**config.mk**
```make
export PLATFORM = sky130hd
export DESIGN_NAME = sram_arbiter
export DESIGN_NICKNAME = d
export VERILOG_FILES = /design/src/rtl/sram_arbiter.sv
export SDC_FILE = /design/constraint.sdc
export NUM_CORES = 1
export LEC_CHECK = 0
export ABC_CLOCK_PERIOD_IN_PS = 2300
export CORE_ASPECT_RATIO = 1.2
export CORE_MARGIN = 5
export CORE_UTILIZATION = 40
export CTS_BUF_LIST = sky130_fd_sc_hd__clkbuf_4 sky130_fd_sc_hd__clkbuf_8
export CTS_CLUSTER_SIZE = 16
export DETAILED_ROUTE_END_ITERATION = 8
export HOLD_SLACK_MARGIN = 0.02
export PLACE_DENSITY = 0.84
export SETUP_SLACK_MARGIN = 0.15
export SLEW_MARGIN = 25
export SYNTH_ARGS = -nofsm -noshare
export SYNTH_HDL_FRONTEND = slang
export SYNTH_SLANG_ARGS = --single-unit
```
**constraint.sdc**
```tcl
create_clock -name clk_sram -period 2.3 [get_ports clk_sram]
set_input_delay 0.575 -clock clk_sram [delete_from_list [all_inputs] [get_ports clk_sram]]
set_output_delay 0.575 -clock clk_sram [all_outputs]
set_load 0.05 [all_outputs]
```
**src/rtl/sram_arbiter.sv**
```systemverilog
// sram_arbiter: shares one SRAM controller port among scanout (p0, strict priority),
// rasterizer (p1) and SPI host (p2), with p1/p2 round-robin and starvation promotion.
module sram_arbiter #(
  parameter int unsigned STARVE_LIMIT = 16,
  parameter int unsigned ADDR_W       = 24
) (
  input  logic              clk_sram,
  input  logic              rst_n_sram,
  input  logic              p0_req,
  input  logic              p0_we,
  input  logic [ADDR_W-1:0] p0_addr,
  input  logic [31:0]       p0_wdata,
  output logic              p0_ack,
  output logic              p0_ready,
  input  logic              p1_req,
  input  logic              p1_we,
  input  logic [ADDR_W-1:0] p1_addr,
  input  logic [31:0]       p1_wdata,
  output logic              p1_ack,
  output logic              p1_ready,
  input  logic              p2_req,
  input  logic              p2_we,
  input  logic [ADDR_W-1:0] p2_addr,
  input  logic [31:0]       p2_wdata,
  output logic              p2_ack,
  output logic              p2_ready,
  output logic [31:0]       rdata,
  output logic              mem_req,
  output logic              mem_we,
  output logic [ADDR_W-1:0] mem_addr,
  output logic [31:0]       mem_wdata,
  input  logic [31:0]       mem_rdata,
  input  logic              mem_ack,
  input  logic              mem_ready,
  output logic [1:0]        grant_id,
  output logic              busy
);

  localparam int unsigned CNT_W = 8;
  localparam logic [1:0]  GID_NONE = 2'd3;

  typedef enum logic {IDLE, WAIT_ACK} state_t;

  state_t             state;
  logic [1:0]         rr_last;
  logic [CNT_W-1:0]   starve_cnt1;
  logic [CNT_W-1:0]   starve_cnt2;
  logic               promo1;
  logic               promo2;
  logic               grant_fire;
  logic [1:0]         winner;
  logic [1:0]         rr_pick;
  logic               sel_we;
  logic [ADDR_W-1:0]  sel_addr;
  logic [31:0]        sel_wdata;
  logic [CNT_W-1:0]   cnt1_nxt;
  logic [CNT_W-1:0]   cnt2_nxt;

  // Clear on own grant or idle request; saturating bump on each port-0 grant while waiting.
  function automatic logic [CNT_W-1:0] cnt_next(input logic req, input logic fire,
                                                 input logic [1:0] win, input logic [1:0] port,
                                                 input logic [CNT_W-1:0] cnt);
    if (!req || (fire && win == port)) return '0;
    if (fire && win == 2'd0 && cnt != '1) return cnt + CNT_W'(1);
    return cnt;
  endfunction

  // Winner selection and payload mux.
  always_comb begin
    promo1     = p1_req && (starve_cnt1 >= CNT_W'(STARVE_LIMIT));
    promo2     = p2_req && (starve_cnt2 >= CNT_W'(STARVE_LIMIT));
    grant_fire = (state == IDLE) && mem_ready && (p0_req || p1_req || p2_req);
    rr_pick    = (rr_last == 2'd1) ? 2'd2 : 2'd1;
    winner     = 2'd2;
    if (promo1 && promo2)          winner = rr_pick;
    else if (promo1)               winner = 2'd1;
    else if (promo2)               winner = 2'd2;
    else if (p0_req)               winner = 2'd0;
    else if (p1_req && p2_req)     winner = rr_pick;
    else if (p1_req)               winner = 2'd1;

    sel_we    = 1'b0;
    sel_addr  = p2_addr;
    sel_wdata = p2_wdata;
    case (winner)
      2'd0:    begin sel_we = 1'b0;  sel_addr = p0_addr; sel_wdata = p0_wdata; end
      2'd1:    begin sel_we = p1_we; sel_addr = p1_addr; sel_wdata = p1_wdata; end
      default: begin sel_we = p2_we; sel_addr = p2_addr; sel_wdata = p2_wdata; end
    endcase

    cnt1_nxt = cnt_next(p1_req, grant_fire, winner, 2'd1, starve_cnt1);
    cnt2_nxt = cnt_next(p2_req, grant_fire, winner, 2'd2, starve_cnt2);
  end

  always_ff @(posedge clk_sram) begin
    if (!rst_n_sram) begin
      state       <= IDLE;
      busy        <= 1'b0;
      mem_req     <= 1'b0;
      mem_we      <= 1'b0;
      mem_addr    <= '0;
      mem_wdata   <= '0;
      rdata       <= '0;
      grant_id    <= GID_NONE;
      rr_last     <= 2'd2;
      starve_cnt1 <= '0;
      starve_cnt2 <= '0;
    end else begin
      starve_cnt1 <= cnt1_nxt;
      starve_cnt2 <= cnt2_nxt;
      unique case (state)
        IDLE: begin
          if (grant_fire) begin
            state     <= WAIT_ACK;
            busy      <= 1'b1;
            mem_req   <= 1'b1;
            mem_we    <= sel_we;
            mem_addr  <= sel_addr;
            mem_wdata <= sel_wdata;
            grant_id  <= winner;
            if (winner != 2'd0) rr_last <= winner;
          end
        end
        WAIT_ACK: begin
          if (mem_ack) begin
            state   <= IDLE;
            busy    <= 1'b0;
            mem_req <= 1'b0;
            rdata   <= mem_rdata;
          end
        end
      endcase
    end
  end

  assign p0_ack   = (state == WAIT_ACK) && mem_ack && (grant_id == 2'd0);
  assign p1_ack   = (state == WAIT_ACK) && mem_ack && (grant_id == 2'd1);
  assign p2_ack   = (state == WAIT_ACK) && mem_ack && (grant_id == 2'd2);
  assign p0_ready = (state == IDLE) && mem_ready;
  assign p1_ready = (state == IDLE) && mem_ready;
  assign p2_ready = (state == IDLE) && mem_ready;

endmodule

```
# Word-level counts from Yosys, hierarchy flattened
# Cells that the tools add are included.
[word_totals] reg_bits=111 input_bits=210 elab_cells=84
[op_classes] addsub=2 order_cmp=2 eq_ne=9 muxes=30 bitwise_logic=1 n_reduce_logical=30
[op_table] operator="8-bit 2-to-1 mux" n=8
[op_table] operator="32-bit case mux with 2 select lines" n=1
[op_table] operator="24-bit case mux with 2 select lines" n=1
[op_table] operator="8-bit by 1-bit adder with 8-bit output, second input constant" n=2
[op_table] operator="8-bit by 5-bit greater-or-equal comparator with 1-bit output, second input constant" n=2
[op_table] operator="8-bit != test, second input constant" n=2
[op_table] operator="1-bit logical AND" n=15
[op_table] operator="2-bit 2-to-1 mux" n=7
[op_table] operator="1-bit 2-to-1 mux" n=10
[op_table] operator="2-bit by 1-bit equality test with 1-bit output, second input constant" n=3
[op_table] operator="1-bit case mux with 2 select lines" n=3
[op_table] operator="2-bit AND reduction" n=3
[op_table] operator="2-bit nonzero test" n=3
[op_table] operator="2-bit equality test, second input constant" n=2
[op_table] operator="2-bit zero test" n=2
[op_table] operator="1-bit logical OR" n=4
[op_table] operator="2-bit != test, second input constant" n=2
[op_table] operator="3-bit AND reduction" n=1
[op_table] operator="1-bit zero test" n=2
[op_table] operator="1-bit inverter" n=1

# Longest topological paths before layout
[logic_depth] depth_word=14 ltp_mapped=7 depth_no_buf=5

# Least setup slack after synthesis
# No wires, ideal clock.
[synth_timing] path_type="in2out" from="input port mem_ack" to="output port p2_ack" arrival_time_ns=2.123 t_required_ns=1.725 setup_slack_ns=-0.398 path_stages=3 n_path_buf=1 path_cell_list="nand2_1 -> clkbuf_1 -> nor3b_1"
[synth_via] elab_chain_cells=2
[synth_rtl] element="start: declaration" line="33" source="input logic mem_ack,"
[synth_rtl] element="1-bit logical AND (2 in series)" line="138" source="assign p2_ack = (state == WAIT_ACK) && mem_ack && (grant_id == 2'd2);"
[synth_rtl] element="end: declaration" line="25" source="output logic p2_ack,"
# No other way between the ends.

# Worst setup path after layout
[layout_timing] from="register rdata[12]" to="output port rdata[12]"
[layout_rtl] element="start: declaration" line="27" source="output logic [31:0] rdata,"
[layout_rtl] element="start signal: assignment" line="129" source="rdata <= mem_rdata;"
# No word-level cell between the ends.

==> flow_summary.toml <==
[worst_setup_path]
critPathMaxFanout = 2
required_ps = 1730
crit_slowest_cell = "clkdlybuf4s50_1"
end_kind = "output pin"
r2r_slack_ps = 230
crit_chain = "clkdlybuf4s50_1"
start_kind = "register"
crit_arrival_ps = 1540
rr_worst_depth = 5
worst-path-buf-inv = 1
critPathTopFamily = "buffers and inverters"
r2r_start = "starve_cnt1[4]"
worstReg2RegEnd = "grant_id[0]"
criticalPathCategory = "reg2out"
cp_slowest_stage_delay_ps = 810

[synthesis]
synth_area_leader_cell = "dfxtp_1"
synth_nets = 897
ys_types = 43
ys_top_cells_by_area = "dfxtp_1, o31ai_1, a31oi_1"
yosys_warnings = 0
synth_top_area_share_pct = 40.1
seq_area_frac_synth_pct = 40.1
netlist_instances = 683
syn_avg_cell_area_sq_um = 8.11
ys_ff_latch = 111
netlist_area_sq_um = 5540

[cts]
path_clk_slew_ps = 110
cts_made_buffers = 9
cts_buffer_depth = 2
htreeDepth = 3
cts_tree = "built"
cts_sinks = 111
clk_latency_ps = 380
root_buffer = "clkbuf_8"
hold_buffers = 0

[hold_path]
worstHoldPathType = "reg2reg"
worstHoldPathCells = 2
min_from = "rdata[0]"
worstHoldEndpoint = "rdata[0]"

[timing]
fin_crit_sh_pct = 91.9
fmaxAchievable_ghz = 0.473
rsz0062_at_grt = "true"
skew_ps = 17.5
worst_pin_slew_ps = 567
fin_crit_ps = 2110
setup-violations-final = 0
setup_tns_ps = 0
finalHoldViolCount = 0
max-slew-margin-rel_pct = 62.4
slew_violations = 0

[final_layout]
layout_common_cells = "clkdlybuf4s50_1, dfxtp_1, nand2_1, a21oi_1, o21ai_0"
drive_gt1_share_pct = 9.01
diodes = 0
syn_to_final_growth_pct = 69.1
final_util_pct = 68.4
fin_nets = 1175
final_common_cell = "clkdlybuf4s50_1"

[drt]
drt_wl_total_mm = 22.0
vias = 6745
dr.pass1.iters = 5
wl_per_cell_um = 19.4
ant_nets = 0
drt_first_iter_violations = 523
vias_per_cell = 5.93
drc = 0

[die]
start_util_pct = 40.4
die_area_sq_um = 16300
ios = 309
core_sq_um = 13700
die_w_um = 117
die_h_um = 139
rows = 47

[global_routing]
grt_pass1_vias = 6586
overflow = 0
grt_use_total_pct = 25.4
grt_pass1_wl_mm = 34.2
grt_use_met2_pct = 41.0
busiest_layer = "met2"
grtUsageMet1_pct = 30.1
antenna_found_initial = 0
grt_use_met3_pct = 7.59
grt_max_degree = 46

[power]
powerDensity_nw_per_um2 = 521
p_leak_nw = 4.17
power_mw = 4.88
peakVddDrop_mv = 0.372

[placement]
io_buffers = 307
dp_hpwl_mm = 15.6
gp_congestion = 0.822

[outcome]
run_status = "finished clean"

[run]
maxCapViolations = 0
area by class of cell:
cell class | count | area [sq um]
fill | 1103 | 4340
timing repair buffer | 348 | 3710
multi-input combinational | 483 | 2990
sequential | 111 | 2220
tap | 171 | 214
clock buffer | 11 | 145
clock inverter | 5 | 62.6
inverter | 8 | 30.0
stage by stage:
step / cells / hold slack [ps] / cell area, sq um / setup slack, ps
4_1_cts: 1137 / 470 / 9230 / 151
3_5_place_dp: 1120 / 455 / 9030 / -168
6_report: 1137 / 464 / 9370 / 187
2_1_floorplan: 683 / 453 / 5550 / 66.1
5_1_grt: 1137 / 490 / 9370 / 145
3_3_place_gp: 1120 / 449 / 9030 / -136
sequential cells by signal, summed over array words and instances, names as in the netlist:
signal and flops:
rr_last 2, busy 1, mem_wdata 32, state 1, mem_addr 24, starve_cnt1 8
grant_id 2, starve_cnt2 8, rdata 32, mem_we 1
layer usage:
layer	vias up	wire length, um
li1	3153	-
met1	3129	8330
met2	394	10400
met3	69	2200
met4	0	1050
met5	-	0
timing repair:
action,4_1_cts,5_1_grt
gates resized for setup,25,52
gates cloned,0,0
endpoints found under the hold margin,0,0
pin swaps,2,0
buffers inserted,1,0
setup endpoints to repair,27,54
worst max path at each step:
stage / endpoint / startpoint / slack (ps) / cells past startpoint
after global placement: grant_id[0] / p2_req / -140 / 6
after floorplan: p2_ack / mem_ack / 70 / 3
after CTS: mem_addr[2] / mem_addr[2] / 150 / 1
final: rdata[12] / rdata[12] / 190 / 1
after global routing: grant_id[0] / starve_cnt1[4] / 140 / 5
after detailed placement: grant_id[0] / p2_req / -170 / 6
where the power goes:
| part | leakage (nW) | total, mW | internal (mW) | switching, mW |
|---|---|---|---|---|
| registers | 0.910 | 2.10 | 2.04 | 0.0602 |
| logic | 3.16 | 1.53 | 0.684 | 0.841 |
| clock network | 0.100 | 1.26 | 0.555 | 0.701 |
cells by family after synthesis:
group	Yosys count	share of synthesized area (%)
AOI/OAI and AO/OA	300	34.6
and+or+nand+nor	179	16.9
DFF	111	40.1
buffers and inverters	89	7.45
adders and majority gates	4	0.904
cells in the mapped netlist, drive strengths merged:
master / count
a311oi: 1
or3: 1
and4: 3
nor3b: 2
o41ai: 2
nor3: 7
a211o: 1
nand3: 11
or4: 2
nand2b: 4
ha: 4
a21boi: 36
a21oi: 64
a41oi: 6
and2: 3
nor4: 4
inv: 8
a41o: 1
nor2: 5
nand3b: 2
o31ai: 58
a31o: 2
buf: 32
nand4: 59
a31oi: 60
o2111a: 1
a211oi: 4
dfxtp: 111
o21ai: 63
and3: 4
o31a: 1
nand2: 72
clkbuf: 49
No activity file was read; power rests on OpenSTA's default activity.
